$ cat config.mk
export PLATFORM = sky130hd
export DESIGN_NAME = minhash_sort_ctrl
export DESIGN_NICKNAME = d
export VERILOG_FILES = /design/src/rtl/minhash_pkg.sv /design/src/rtl/minhash_sort_ctrl_topk_serializer.sv /design/src/rtl/minhash_sort_ctrl.sv
export SDC_FILE = /design/constraint.sdc
export NUM_CORES = 1
export LEC_CHECK = 0
export CORE_UTILIZATION = 30
export CTS_CLUSTER_SIZE = 20
export DETAILED_ROUTE_END_ITERATION = 16
export SYNTH_ARGS = -nofsm -noshare
export SYNTH_HDL_FRONTEND = slang
export SYNTH_SLANG_ARGS = --single-unit
$ cat constraint.sdc
create_clock -name clock -period 1.8 [get_ports clock]
set_input_delay 0.27 -clock clock [delete_from_list [all_inputs] [get_ports clock]]
set_output_delay 0.27 -clock clock [all_outputs]
set_load 0.02 [all_outputs]
$ cat src/rtl/minhash_pkg.sv
// Shared constants and types for the MinHash top-K sort controller.
// The sorter it drives keeps the smallest signatures; all-ones marks an empty slot.
package minhash_pkg;

    localparam int SIGNATURE_WIDTH = 32;
    localparam int INDEX_WIDTH     = 10;
    localparam int NUM_COMPARATORS = 8;
    localparam int LOG_COMPARATORS = 3;
    localparam int DRAIN_CYCLES    = 8;

    localparam logic [SIGNATURE_WIDTH-1:0] SENTINEL_SIG = '1;
    localparam logic [INDEX_WIDTH-1:0]     SENTINEL_IDX = '1;

    typedef enum logic [2:0] {
        IDLE,
        CLEAR,
        FEED,
        DRAIN,
        OUTPUT
    } ctrl_state_e;

    typedef logic [NUM_COMPARATORS-1:0][INDEX_WIDTH-1:0] index_array_t;

endpackage

$ cat src/rtl/minhash_sort_ctrl_topk_serializer.sv
// Captures the sorter's top-K index array and presents it one rank per beat,
// rank 0 first, under a valid/ready handshake.
module topk_serializer
    import minhash_pkg::*;
#(
    parameter int INDEX_WIDTH     = 10,
    parameter int NUM_COMPARATORS = 8,
    parameter int LOG_COMPARATORS = 3
) (
    input  logic                                           clock,
    input  logic                                           reset,
    input  logic                                           load,
    input  logic                                           flush,
    input  logic [LOG_COMPARATORS-1:0]                     last_rank_in,
    input  logic [NUM_COMPARATORS-1:0][INDEX_WIDTH-1:0]    indices_in,
    input  logic                                           out_ready,
    output logic                                           out_valid,
    output logic [INDEX_WIDTH-1:0]                         out_index,
    output logic [LOG_COMPARATORS-1:0]                     out_rank,
    output logic                                           out_last,
    output logic                                           last_fire
);

    logic [NUM_COMPARATORS-1:0][INDEX_WIDTH-1:0] snap_q, snap_d;
    logic [LOG_COMPARATORS-1:0]                  rank_q, rank_d;
    logic [LOG_COMPARATORS-1:0]                  last_rank_q, last_rank_d;
    logic                                        active_q, active_d;
    logic                                        fire;

    assign fire = active_q && out_ready;

    always_comb begin
        snap_d      = snap_q;
        rank_d      = rank_q;
        last_rank_d = last_rank_q;
        active_d    = active_q;
        if (flush) begin
            active_d = 1'b0;
            rank_d   = '0;
        end else if (load) begin
            snap_d      = indices_in;
            last_rank_d = last_rank_in;
            rank_d      = '0;
            active_d    = 1'b1;
        end else if (fire) begin
            if (rank_q == last_rank_q) begin
                active_d = 1'b0;
                rank_d   = '0;
            end else begin
                rank_d = rank_q + 1'b1;
            end
        end
    end

    always_ff @(posedge clock or negedge reset) begin
        if (!reset) begin
            // NOTE: the snapshot is only K small words, so it is reset with the
            // rest of the state; out_index is then a defined 0 straight out of reset.
            snap_q      <= '0;
            rank_q      <= '0;
            last_rank_q <= '0;
            active_q    <= 1'b0;
        end else begin
            snap_q      <= snap_d;
            rank_q      <= rank_d;
            last_rank_q <= last_rank_d;
            active_q    <= active_d;
        end
    end

    assign out_valid = active_q;
    assign out_index = snap_q[rank_q];
    assign out_rank  = rank_q;
    assign out_last  = active_q && (rank_q == last_rank_q);
    assign last_fire = fire && out_last;

endmodule

$ cat src/rtl/minhash_sort_ctrl.sv
// Sequences one sorter over a set of MinHash signatures: clear, feed with
// generated indices, drain the insertion pipeline, then stream out the top-K.
module minhash_sort_ctrl #(
    parameter int SIGNATURE_WIDTH = minhash_pkg::SIGNATURE_WIDTH,
    parameter int INDEX_WIDTH     = minhash_pkg::INDEX_WIDTH,
    parameter int NUM_COMPARATORS = minhash_pkg::NUM_COMPARATORS,
    parameter int LOG_COMPARATORS = minhash_pkg::LOG_COMPARATORS,
    parameter int DRAIN_CYCLES    = minhash_pkg::DRAIN_CYCLES
) (
    input  logic                                        clock,
    input  logic                                        reset,
    input  logic                                        start,
    input  logic [INDEX_WIDTH-1:0]                      set_len,
    input  logic                                        abort,
    input  logic                                        in_valid,
    output logic                                        in_ready,
    input  logic [SIGNATURE_WIDTH-1:0]                  in_signature,
    output logic                                        sort_clear,
    output logic [SIGNATURE_WIDTH-1:0]                  sort_signature,
    output logic [INDEX_WIDTH-1:0]                      sort_index,
    input  logic [NUM_COMPARATORS-1:0][INDEX_WIDTH-1:0] sort_indices,
    output logic                                        out_valid,
    input  logic                                        out_ready,
    output logic [INDEX_WIDTH-1:0]                      out_index,
    output logic [LOG_COMPARATORS-1:0]                  out_rank,
    output logic                                        out_last,
    output logic                                        busy,
    output logic                                        done
);

    import minhash_pkg::*;

    localparam int DRAIN_W = $clog2(DRAIN_CYCLES + 1);

    ctrl_state_e                state_q, state_d;
    logic [INDEX_WIDTH-1:0]     set_len_q, set_len_d;
    logic [INDEX_WIDTH-1:0]     elem_cnt_q, elem_cnt_d;
    logic [DRAIN_W-1:0]         drain_cnt_q, drain_cnt_d;
    logic                       sort_clear_q, sort_clear_d;
    logic [SIGNATURE_WIDTH-1:0] sort_sig_q, sort_sig_d;
    logic [INDEX_WIDTH-1:0]     sort_idx_q, sort_idx_d;
    logic                       zero_done_q, zero_done_d;
    logic                       snap_load;
    logic                       flush;
    logic                       last_fire;
    logic [LOG_COMPARATORS-1:0] last_rank;

    assign flush = abort && (state_q != IDLE);

    // n_out = min(set_len, K); the serializer only needs the final rank.
    always_comb begin
        if (set_len_q >= INDEX_WIDTH'(NUM_COMPARATORS)) begin
            last_rank = LOG_COMPARATORS'(NUM_COMPARATORS - 1);
        end else begin
            last_rank = LOG_COMPARATORS'(set_len_q - 1'b1);
        end
    end

    always_comb begin
        // NOTE: every signal written here gets a default first, so no path can
        // leave one unassigned and infer a latch.
        state_d      = state_q;
        set_len_d    = set_len_q;
        elem_cnt_d   = elem_cnt_q;
        drain_cnt_d  = drain_cnt_q;
        sort_clear_d = 1'b0;
        sort_sig_d   = {SIGNATURE_WIDTH{1'b1}};
        sort_idx_d   = {INDEX_WIDTH{1'b1}};
        zero_done_d  = 1'b0;
        snap_load    = 1'b0;
        if (flush) begin
            state_d      = IDLE;
            sort_clear_d = 1'b1;
        end else begin
            unique case (state_q)
                IDLE: begin
                    if (start) begin
                        if (set_len != '0) begin
                            set_len_d    = set_len;
                            sort_clear_d = 1'b1;
                            state_d      = CLEAR;
                        end else begin
                            zero_done_d = 1'b1;
                        end
                    end
                end
                CLEAR: begin
                    elem_cnt_d = '0;
                    state_d    = FEED;
                end
                FEED: begin
                    if (in_valid) begin
                        sort_sig_d = in_signature;
                        sort_idx_d = elem_cnt_q;
                        elem_cnt_d = elem_cnt_q + 1'b1;
                        if (elem_cnt_q == set_len_q - 1'b1) begin
                            drain_cnt_d = '0;
                            state_d     = DRAIN;
                        end
                    end
                end
                DRAIN: begin
                    drain_cnt_d = drain_cnt_q + 1'b1;
                    if (drain_cnt_q == DRAIN_W'(DRAIN_CYCLES - 1)) begin
                        snap_load = 1'b1;
                        state_d   = OUTPUT;
                    end
                end
                OUTPUT: begin
                    if (last_fire) state_d = IDLE;
                end
                default: state_d = IDLE;
            endcase
        end
    end

    always_ff @(posedge clock or negedge reset) begin
        if (!reset) begin
            state_q      <= IDLE;
            set_len_q    <= '0;
            elem_cnt_q   <= '0;
            drain_cnt_q  <= '0;
            sort_clear_q <= 1'b0;
            sort_sig_q   <= {SIGNATURE_WIDTH{1'b1}};
            sort_idx_q   <= '0;
            zero_done_q  <= 1'b0;
        end else begin
            // NOTE: state registers use non-blocking assignments so every flop
            // samples its _d value from before this edge, independent of order.
            state_q      <= state_d;
            set_len_q    <= set_len_d;
            elem_cnt_q   <= elem_cnt_d;
            drain_cnt_q  <= drain_cnt_d;
            sort_clear_q <= sort_clear_d;
            sort_sig_q   <= sort_sig_d;
            sort_idx_q   <= sort_idx_d;
            zero_done_q  <= zero_done_d;
        end
    end

    topk_serializer #(
        .INDEX_WIDTH     (INDEX_WIDTH),
        .NUM_COMPARATORS (NUM_COMPARATORS),
        .LOG_COMPARATORS (LOG_COMPARATORS)
    ) u_serializer (
        .clock        (clock),
        .reset        (reset),
        .load         (snap_load),
        .flush        (flush),
        .last_rank_in (last_rank),
        .indices_in   (sort_indices),
        .out_ready    (out_ready),
        .out_valid    (out_valid),
        .out_index    (out_index),
        .out_rank     (out_rank),
        .out_last     (out_last),
        .last_fire    (last_fire)
    );

    assign in_ready       = (state_q == FEED);
    assign busy           = (state_q != IDLE);
    assign done           = zero_done_q || (last_fire && !abort);
    assign sort_clear     = sort_clear_q;
    assign sort_signature = sort_sig_q;
    assign sort_index     = sort_idx_q;

endmodule

# After elaboration in Yosys (flattened, before gate mapping)
# Cells that the tools add are included.
dict set report op_classes {
  addsub 4
  order_cmp 2
  n_eq_ne 15
  n_mux 41
  bitwise 1
  n_reduce_logical 20
}
# op n
set ops {}
lappend ops {{32-bit 2-to-1 mux} 3}
lappend ops {{10-bit 2-to-1 mux} 5}
lappend ops {{3-bit 2-to-1 mux} 12}
lappend ops {{10-bit binary-select mux with 3-bit select} 1}
lappend ops {{10-bit one-hot mux with 2 select lines} 1}
lappend ops {{1-bit 2-to-1 mux} 15}
lappend ops {{3-bit one-hot mux with 5 select lines} 1}
lappend ops {{3-bit != test, second input constant} 4}
lappend ops {{10-bit by 1-bit adder with 10-bit output, second input constant} 1}
lappend ops {{10-bit equality test} 1}
lappend ops {{10-bit by 4-bit greater-or-equal comparator with 1-bit output, second input constant} 1}
lappend ops {{10-bit nonzero test} 1}
lappend ops {{10-bit by 1-bit subtractor with 10-bit output, second input constant} 1}
lappend ops {{3-bit nonzero test} 3}
lappend ops {{4-bit 2-to-1 mux} 2}
lappend ops {{4-bit one-hot mux with 2 select lines} 1}
lappend ops {{4-bit AND reduction} 2}
lappend ops {{3-bit by 2-bit equality test with 1-bit output, second input constant} 2}
lappend ops {{6-bit AND reduction} 1}
lappend ops {{1-bit logical AND} 5}
lappend ops {{4-bit by 1-bit adder with 4-bit output, second input constant} 1}
lappend ops {{4-bit by 3-bit equality test with 1-bit output, second input constant} 1}
lappend ops {{3-bit by 4-bit < comparator with 1-bit output, second input constant} 1}
lappend ops {{2-bit AND reduction} 2}
lappend ops {{14 further kinds} 15}
dict set report word_totals {
  reg_bits 158
  in_bits 128
  out_inout_bits 61
  elab_cells 102
}

# Longest topological paths before layout
# Gate-level depths: netlist of run 1.
dict set report depth {
  ltp_word 6
  ltp_mapped 8
  ltp_nobuf 8
}

# By module
# From an unflattened synthesis of run 1, not the netlist that was laid out.
dict set report hier_totals {
  hier_cells 525
  area_unflattened_um2 7143.1
}
# module instances cells_per_inst area_each_um2 seq_area_each_um2
set by_module_without_submodules {}
lappend by_module_without_submodules {topk_serializer 1 242 4013.8 2177.1}
lappend by_module_without_submodules {minhash_sort_ctrl 1 283 3129.3 1816.7}

# Worst setup path after synthesis of run 1
# No wires, ideal clock.
dict set report synth_timing {
  path_type {flip-flop to output port}
  start {reg u_serializer.rank_q[0] (netlist: u_serializer.out_rank[0])}
  end {out out_index[8]}
  arrival_time_ps 1883
  t_required_ps 1530
  slack_ps -353
  stages_incl_launch_ff 5
  n_path_buf 2
  cell_sequence {dfrtp_1 > clkbuf_1 > buf_2 > mux4_2 > mux2_2}
}
dict set report synth_via {
  elab_chain_len 2
}
# item line
set synth_rtl {}
lappend synth_rtl {{start: declaration} minhash_sort_ctrl_topk_serializer.sv:25} ;# logic [LOG_COMPARATORS-1:0] rank_q, rank_d;
lappend synth_rtl {{start signal: assignment} minhash_sort_ctrl_topk_serializer.sv:65} ;# rank_q <= rank_d;
lappend synth_rtl {{10-bit binary-select mux with 3-bit select} minhash_sort_ctrl_topk_serializer.sv:72} ;# assign out_index = snap_q[rank_q];
lappend synth_rtl {{10-bit 2-to-1 mux (not written as such)} minhash_sort_ctrl_topk_serializer.sv:72}
lappend synth_rtl {{end: declaration} minhash_sort_ctrl.sv:24} ;# output logic [INDEX_WIDTH-1:0] out_index,
# Every way passes these cells. The select of a mux whose other input is x is not followed.

# Final worst setup path of run 1
dict set report layout_timing {
  start {reg u_serializer.rank_q[0] (netlist: u_serializer.out_rank[0])}
  end {out out_index[5]}
}
# Same word-level chain as after synthesis.

==> results.md, run 1 <==
* Sequential share of power at 40.9%
* Post-Syn Nets at 656
* Initial antenna violation count at 0
* Mapped Cells at 524
* Core area at ~23000 um2
* Crit path DAT at between 2000 and 2500 ps
* Die X-Extent at 156 um
* Slowest cell on the critical path: mux4_2
* Part of the power in the clock network at 36.6%
* Max-Cap Viols at 0
* IO Pins at 189
* DRC Markers at 0
* Leak at 5.13 nW
* Pwr/cell area at around 800 nW/um2
* Status: complete, but fails checks
* Hold Vio Cnt, Final at 0
* Initial core utilization at 30.9%
* Comb pwr share at between 20% and 30%
* Filler cells at 1956
* Internal power at about 7 mW
* RSZ-0062 raised after global routing: yes
* Reg2reg end: u_serializer.snap_q[37]
* TritonCTS Sinks at about 160
* First-pass GRT wire length at 32000 um
* Mean cell area of the mapped netlist at roughly 14 um2
* Final Cycle Share at 128%
* Worst slew pin tran at 503 ps
* CP most frequent cell: buf_6
* Largest net degree at the start of global routing at 62
* Primary FF master, synth: dfrtp_1
* Clock Tree Buf Depth at 2
* Max Slew Vio Count at 0
* Vias in the first global route at 5803
* Fmax at 0.434 GHz
* Startpoint Class: register
* Worst-path cell chain: buf_6, buf_6, mux4_2, mux2_4, buf_6
* CTS tree: yes
* #FFs+latches synth at about 160
* Failing checks: setup timing
* R2R setup slack at -210 ps
* Drt pass-1 iters at 4
* Number of flops mapped to enable cells by yosys at 0
* Initial DRC count at 204
* Commonest non-fill, non-tap cell in the layout: clkdlybuf4s50_1
* Tot Pwr at 9.67 mW
* Layout cell share with drive strength beyond 1 at 47.6%
* Setup violators final at 137
* Global route overflow at 0
* RR Startpoint: state_q[2]
* Pre-CTS setup slack at -505 ps
* Sw power at 2.68 mW
* Num CTS Buffers at 17
* Gpl congestion at a little over 0.8
* Switch share at 27.7%
* Hold Slack at 329 ps
* N_diodes at 0
* Min Tclk post-route at roughly 2300 ps
* Final net count at 958
* Async SR Flop Fraction at 100%
* Post-synthesis sequential area ratio at 56.4%
* Routed vias/inst at 4.67
* Clk_skew at 9.73 ps
* WS Path Type: register to output port
* Max_slew headroom at 66.2%
* HPWL after detailed placement at ~14000 um
* CTS H-tree depth at 4
* Wire per inst at 18.5 um
* Routed wire length at 21300 um
* Clk root buf: clkbuf_16
* Post-Syn Area at 7080 um2
* CP required at between 1500 and 2000 ps
* Commonest cells after routing, fill and taps aside: clkdlybuf4s50_1 (137), dfrtp_1 (125), mux2_4 (90)
* Clk pin slew, worst setup/hold paths at 70 ps
* Num rows at 55
* Final core utilization at 52.6%
* DR vias at ~5400
* GR Util All Layers at 17.5%
* Worst R2R Path Depth at 9
* Setup ws final at -506 ps
* Die area at 24200 um2
* Synthesis Warnings at 0
* Area Overhead vs Synth at 70.4%
* Crit-path max FO at 5
* Slowest cell delay on critical path at 490 ps
* CP Capture Type: output port
* Worst Hold Class: input port to async pin
* Remaining antenna violation count at 0
* Die Height at roughly 160 um
* Clk_lat worst skew at 430 ps
* Synth cell types at 51
* VDD IR max at roughly 470 uV
* Number of port buffers at 188
[worst max-delay path, delay by kind of cell, from the launching register on]
family / cells / cell delay [ps]
muxes: 2 / 780
DFF: 1 / 460
buffers and inverters: 3 / 360
[per-stage QoR]
step	instances	area, um2	setup TNS [ps]
finish	1152	12100	-19930
global route	1152	12100	-26560
CTS	1140	11600	-18630
detailed placement	1071	9990	-63080
global placement	1071	9990	-62090
floorplan	524	7240	-580
[synthesized netlist by cell type, types with 2 or more instances]
master / n / area, um2
mux2_2: 97 / 1090
nand3b_1: 5 / 37.5
o211ai_1: 3 / 22.5
nand2b_1: 49 / 307
ha_1: 4 / 50.1
buf_2: 12 / 60.1
or4b_2: 2 / 20.0
a21o_1: 2 / 15.0
xnor2_1: 9 / 78.8
nor3b_1: 2 / 15.0
mux4_2: 20 / 450
buf_6: 2 / 22.5
o21ai_0: 15 / 75.1
inv_1: 3 / 11.3
a21oi_1: 12 / 60.1
nor3_1: 8 / 40.0
nor2b_1: 3 / 18.8
a31oi_1: 2 / 12.5
dfrtp_1: 126 / 3150
clkbuf_1: 13 / 48.8
and3_1: 2 / 12.5
nand4_1: 5 / 31.3
xor2_1: 12 / 105
or3_1: 4 / 25.0
nand3_1: 7 / 35.0
buf_4: 2 / 15.0
dfstp_2: 32 / 841
nand2_1: 19 / 71.3
and2_1: 2 / 12.5
nor4_1: 4 / 25.0
nor2_1: 26 / 97.6
[power by group through the flow]
stage / Sequential, mW / Combinational, mW / Clock [mW]
CTS: 3.94 / 1.97 / 3.65
global route: 3.98 / 2.34 / 3.81
floorplan: 4.03 / 0.742 / 0
global placement: 3.99 / 1.67 / 0
detailed placement: 4.00 / 1.71 / 0
finish: 3.95 / 2.17 / 3.54
[kinds of logic (layout without fill, tap and decap cells)]
group	after synthesis	after routing	synth area share [%]
buffers and inverters	32	347	2.23
adders and majority gates	4	4	0.707
muxes	117	117	21.8
xor gates and xnor gates	21	21	2.60
and+or+nand+nor	148	148	12.2
DFF	158	158	56.4
AOI/OAI and AO/OA	44	44	4.05
[how the worst max path moves through the flow]
stage | from | cells after the start | end | slack, ps
3_5_place_dp | abort | 6 | sort_signature[25] | -500
5_1_grt | u_serializer.out_rank[0] | 5 | out_index[5] | -590
6_report | u_serializer.out_rank[0] | 5 | out_index[5] | -510
2_1_floorplan | state_q[2] | 8 | elem_cnt_q[8] | -70
4_1_cts | u_serializer.out_rank[0] | 5 | out_index[2] | -550
3_3_place_gp | u_serializer.out_rank[0] | 5 | done | -470
[final cells by class]
class / instances / area, um2 / share of cell area, %
clock buffers: 17 / 425 / 3.53
multi-input cells: 334 / 3740 / 31.0
flip-flops and latches: 158 / 4000 / 33.1
repair buffers: 312 / 3350 / 27.8
inverters: 3 / 11.3 / 0.0933
well taps: 313 / 392 / 3.25
clock inverters: 15 / 148 / 1.22
[what timing repair did]
action,in CTS,in global routing
gates resized for setup,255,74
buffers inserted,31,17
hold buffers,1,0
setup endpoints to repair,178,163
endpoints found under the hold margin,12,0
pin swaps,19,26
cloned,7,5
[layer usage]
metal | track usage, % | part of all wire (%)
met4 | 5.60 | 2.2
met1 | 20.8 | 41
met5 | 0 | 0
met3 | 5.53 | 6.8
met2 | 29.9 | 50
[registers in the layout, summed over array words and instances (netlist names)]
name,cells
zero_done_q,1
u_serializer.last_rank_q,3
u_serializer.out_valid,1
u_serializer.snap_q,80
state_q,3
elem_cnt_q,10
sort_clear,1
set_len_q,10
u_serializer.out_rank,3
sort_index,10
sort_signature,32
drain_cnt_q,4
(Power assumes the default switching activity.)
==> run 2, diff against run 1 <==
CORE_MARGIN = 5   (was not set)
PLACE_DENSITY = 0.63   (was not set)
==> results.md, run 2 (same netlist as run 1, synthesis figures left out) <==
* Top reg by flops: u_serializer.snap_q
* Max_slew headroom at 68.1% (+1.9 points)
* Max-Cap Viols at 0 (unchanged)
* Wire per inst at 18.0 um (-2.3%)
* Initial DRC count at 276 (+35%)
* GR Util All Layers at 15.6% (-1.8 points)
* Commonest non-fill, non-tap cell in the layout: clkdlybuf4s50_1
* Final net count at 957 (-0.10%)
* Dpl cell area at 10100 um2 (+0.63%)
* Pwr/cell area at 816 nW/um2 (+1.8%)
* Die area at 26800 um2 (+11%)
* Clk_lat worst skew at 430 ps (about the same)
* Commonest cells after routing, fill and taps aside: clkdlybuf4s50_1 (137), dfrtp_1 (125), mux2_4 (88)
* RSZ-0062 raised after global routing: yes
* Leak at 5.04 nW (-1.9%)
* TritonCTS Sinks at 158 (unchanged)
* Gpl congestion at 0.755 (-7.6%)
* Largest net degree at the start of global routing at 40 (-35%)
* Die X-Extent at 164 um (+5.1%)
* CTS H-tree depth at 4 (unchanged)
* IO Pins at 189 (unchanged)
* Crit path DAT at 2010 ps (-30 ps)
* Failing checks: setup timing
* Largest register FFs at 80 (unchanged)
* Area Overhead vs Synth at 67.7%
* Filler cells at 2009 (+2.7%)
* Clk_skew at 6.08 ps (-3.64 ps)
* Initial antenna violation count at 0 (unchanged)
* HPWL after detailed placement at 14200 um (+1.1%)
* Fmax at 0.439 GHz (+1.1%)
* Status: complete, but fails checks
* Die Height at 164 um (+5.1%)
* CP required at 1530 ps (about the same)
* Core area at 23300 um2 (+1.8%)
* Clk root buf: clkbuf_16
* Crit-path max FO at 4 (-1)
* Cell area after layout at 11900 um2 (-1.6%)
* Vias in the first global route at 5740 (-1.1%)
* Setup ws final at -480 ps (+26.1 ps)
* DR vias at 5324 (-1.1%)
* WS Path Type: register to output port
* Max Slew Vio Count at 0 (unchanged)
* Min Tclk post-route at 2280 ps (-26.1 ps)
* Num rows at 56 (+1.8%)
* Routed vias/inst at 4.61 (-1.5%)
* Startpoint Class: register
* Final Cycle Share at 127% (-1.5 points)
* Worst Hold Class: input port to async pin
* Tot Pwr at 9.69 mW (+0.19%)
* Remaining antenna violation count at 0 (unchanged)
* Initial core utilization at 30.4% (-0.55 points)
* N_diodes at 0 (unchanged)
* CTS tree: yes
* Layout cell share with drive strength beyond 1 at 44.9% (-2.6 points)
* Clock Tree Buf Depth at 2 (unchanged)
* First-pass GRT wire length at 32000 um (-0.13%)
* Drt pass-1 iters at 5 (+1)
* Routed wire length at 20900 um (-2.0%)
* Worst slew pin tran at 475 ps (-27.8 ps)
* Number of port buffers at 188 (unchanged)
* DRC Markers at 0 (unchanged)
* Global route overflow at 0 (unchanged)
* VDD IR max at 460 uV (-3.1%)
* Num CTS Buffers at 17 (unchanged)
* Hold Vio Cnt, Final at 0 (unchanged)
* Clk pin slew, worst setup/hold paths at 70 ps (about the same)
* Setup violators final at 121 (-12%)
* CP Capture Type: output port
run 2: cell types whose count changed in the layout (fill, tap and decap cells not counted), sizes merged:
cell	change
clkinvlp	+2
inv	-3
bufinv	+1
clkinv	-2
clkbuf	-2
buf	+2
run 2: where the power goes:
group	internal (mW)	switching, mW
logic	1.22	0.839
registers	3.78	0.170
clock network	2.12	1.56
total	7.11	2.57
run 2: per-layer routing:
layer	vias up	GRT usage, %	wire (um)
met5	-	0	0
met3	15	4.47	1370
met4	0	3.32	214
li1	2471	-	-
met1	2683	20.1	8890
met2	155	26.4	10400
run 2: final cells by class:
cell class	instances	area [um2]	area share (%)
multi-input cells	334	3590	30.2
well taps	319	399	3.36
flip-flops and latches	158	4000	33.6
repair buffers	311	3290	27.7
clock inverters	13	155	1.31
clock buffers	18	439	3.70
inverters	3	11.3	0.0948
run 2: metrics by stage:
step / setup slack (ps) / setup TNS [ps] / hold slack, ps / cells / util, %
after global routing: -562 / -19650 / 340 / 1156 / 50.9
after floorplan: -74.9 / -580 / -25.6 / 524 / -
after CTS: -516 / -19890 / 330 / 1160 / 50.7
final: -480 / -14300 / 337 / 1156 / 50.9
after global placement: -427 / -47620 / 222 / 1084 / 43.1
after detailed placement: -454 / -51920 / 221 / 1084 / 43.1
run 2: worst paths after layout:
path / end / slack [ps] / depth (start not counted) / start
max in group asynchronous: sort_index[5] / 820 / 3 / reset
setup reg to reg: state_q[0] / -180 / 8 / set_len_q[1]
hold reg to reg: u_serializer.snap_q[24] / 510 / 1 / u_serializer.snap_q[24]
hold / removal: u_serializer.snap_q[14] / 340 / 2 / reset
min in group clock: sort_signature[20] / 360 / 2 / in_signature[20]
setup / recovery: out_index[3] / -480 / 5 / u_serializer.out_rank[0]
run 2: critical path: stages (launching register included):
cell     delay [ps]
dfrtp_2         410
buf_12          130
buf_12          110
mux4_2          520
mux2_4          290
buf_6           130
run 2: repair_timing:
item	in CTS	in global routing
pin swaps	22	20
gates cloned	10	1
setup endpoints to repair	139	159
endpoints found under the hold margin	33	0
resized for setup	268	52
hold buffers	1	0
setup buffers	34	13
==> run 3, diff against run 2 <==
PLACE_DENSITY = 0.6   (was 0.63)
==> results.md, run 3 (same netlist as run 1, synthesis figures left out) <==
* Status: complete, but fails checks
* Failing checks: setup timing
* First-pass GRT wire length at 33200 um (+3.9%)
* Clock Tree Buf Depth at 2 (unchanged)
* Clk_skew at 9.43 ps (+3.35 ps)
* Commonest cells after routing, fill and taps aside: clkdlybuf4s50_1 (137), dfrtp_1 (123), mux2_4 (90)
* Non-filler instance count after layout at 1153 (-0.26%)
* CP Buf/Inv Count at 3 (unchanged)
* Leak at 5.21 nW (+3.5%)
* Area Overhead vs Synth at 72.2%
* Worst R2R Path Depth at 8 (unchanged)
* Internal power at 7.02 mW (-1.2%)
* Initial DRC count at 199 (-28%)
* Clk root buf: clkbuf_16
* Global route overflow at 0 (unchanged)
* HPWL after detailed placement at 14400 um (+1.7%)
* Filler cells at 1937 (-3.6%)
* Pwr/cell area at 793 nW/um2 (-2.7%)
* N_diodes at 0 (unchanged)
* Switch share at 27.4% (+0.83 points)
* Crit-path max FO at 8 (+4)
* Die X-Extent at 164 um (unchanged)
* Area occupied by multi-input gates at 3860 um2 (+7.6%)
* Sw power at 2.65 mW (+3.0%)
* Largest register FFs at 80 (unchanged)
* RR Startpoint: set_len_q[0]
* Initial core utilization at 30.4% (unchanged)
* Routed vias/inst at 4.70 (+2.1%)
* Clk pin slew, worst setup/hold paths at 70 ps (about the same)
* Worst Hold Class: input port to async pin
* Part of the power in the clock network at 36.8% (-1.2 points)
* Wire per inst at 18.6 um (+2.9%)
* Crit path DAT at 2060 ps (+50 ps)
* Remaining antenna violation count at 0 (unchanged)
* Num CTS Buffers at 17 (unchanged)
* Slowest cell on the critical path: mux4_2
* Placed cell count at 1068 (-1.5%)
* IO Pins at 189 (unchanged)
* Die Height at 164 um (unchanged)
* Commonest non-fill, non-tap cell in the layout: clkdlybuf4s50_1
* Drt pass-1 iters at 4 (-1)
* Storage cell area at 4000 um2 (about the same)
* Core area at 23300 um2 (unchanged)
* Vias in the first global route at 6065 (+5.7%)
* VDD IR max at 561 uV (+22%)
* CTS tree: yes
* Fmax at 0.429 GHz (-2.3%)
* Clk_lat worst skew at 430 ps (about the same)
* Routed wire length at 21400 um (+2.7%)
* Max_slew headroom at 65.7% (-2.4 points)
* R2R setup slack at -270 ps (-90 ps)
* CP required at 1530 ps (about the same)
* CTS H-tree depth at 4 (unchanged)
* Num rows at 56 (unchanged)
* CP most frequent cell: buf_6
* Max-Cap Viols at 0 (unchanged)
* Top reg by flops: u_serializer.snap_q
* Initial antenna violation count at 1 (+1)
* Gpl congestion at 0.828 (+9.7%)
* Setup violators final at 125 (+3.3%)
* DR vias at 5421 (+1.8%)
* Worst setup path startpoint: u_serializer.out_rank[0]
* Setup ws final at -532 ps (-52.5 ps)
* Hold Vio Cnt, Final at 0 (unchanged)
* Die area at 26800 um2 (unchanged)
* Slowest cell delay on critical path at 520 ps (about the same)
* Number of port buffers at 188 (unchanged)
* Cell area after layout at 12200 um2 (+2.7%)
* Final net count at 953 (-0.42%)
* Final Cycle Share at 130% (+2.9 points)
* Worst slew pin tran at 515 ps (+40.1 ps)
* Startpoint Class: register
* Crit path max-delay family: multiplexers
* Min Tclk post-route at 2330 ps (+52.5 ps)
* Largest net degree at the start of global routing at 50 (+25%)
* Comb pwr share at 22.0% (+0.8 points)
* Reg2reg end: drain_cnt_q[3]
* CP Capture Type: output port
* TritonCTS Sinks at 158 (unchanged)
* GR Util All Layers at 15.9% (+0.29 points)
* DRC Markers at 0 (unchanged)
* Layout cell share with drive strength beyond 1 at 49.0% (+4.1 points)
* Dpl cell area at 9980 um2 (-0.72%)
* WS Path Type: register to output port
* Max Slew Vio Count at 0 (unchanged)
* Worst-path cell chain: buf_12, buf_6, mux4_2, mux2_4, buf_6
* RSZ-0062 raised after global routing: yes
* Sequential share of power at 41.2% (+0.4 points)
* Worst path depth at 5 (unchanged)
## run 3: cell types whose count changed in the layout (fill, tap and decap cells not counted), sizes merged
cell	delta
clkinvlp	-2
buf	-4
bufinv	-1
inv	-1
clkinv	+5
## run 3: final cells by class
| type | count | share of cell area [%] |
|---|---|---|
| Clock buffer | 18 | 3.60 |
| Multi-Input combinational cell | 334 | 31.7 |
| Tap cell | 319 | 3.27 |
| Inverter | 3 | 0.0923 |
| Clock inverter | 14 | 1.24 |
| Sequential cell | 158 | 32.8 |
| Timing Repair Buffer | 307 | 27.3 |
## run 3: through the flow
step	power, mW	hold WS [ps]	setup slack (ps)	TNS, ps	util (%)
after global placement	5.64	244	-536	-63910	42.8
after global routing	10.1	353	-599	-25800	52.3
after detailed placement	5.70	253	-552	-67160	42.8
after floorplan	4.77	-25.6	-74.9	-580	-
after CTS	9.57	344	-571	-21480	50.7
final	9.67	358	-532	-18600	52.3
## run 3: power by group through the flow
| stage | clock (mW) | sequential [mW] | combinational [mW] |
|---|---|---|---|
| 6_report | 3.56 | 3.98 | 2.13 |
| 5_1_grt | 3.81 | 4.01 | 2.28 |
| 4_1_cts | 3.67 | 3.97 | 1.93 |
| 3_5_place_dp | 0 | 4.02 | 1.68 |
| 3_3_place_gp | 0 | 4.01 | 1.63 |
| 2_1_floorplan | 0 | 4.03 | 0.742 |
## run 3: repair_timing
action	in CTS	in global routing
pin swaps	26	27
setup endpoints to repair	178	166
hold endpoints to repair	37	0
setup buffers	37	24
gates cloned	13	1
hold buffers	1	0
resized for setup	260	95
## run 3: worst max path at each step
stage          slack [ps]            end
5_1_grt              -600   out_index[0]
6_report             -530   out_index[5]
2_1_floorplan         -70  elem_cnt_q[8]
3_5_place_dp         -550     state_q[0]
4_1_cts              -570   out_index[5]
3_3_place_gp         -540     state_q[0]
## run 3: per-layer routing
metal  vias up  GRT usage, %  part of all wire [%]
li1       2474             -                     -
met1      2722          19.6                    41
met2       204          26.5                    49
met3        19          5.90                   8.7
met4         2          4.12                   1.2
met5         -             0                 0.061
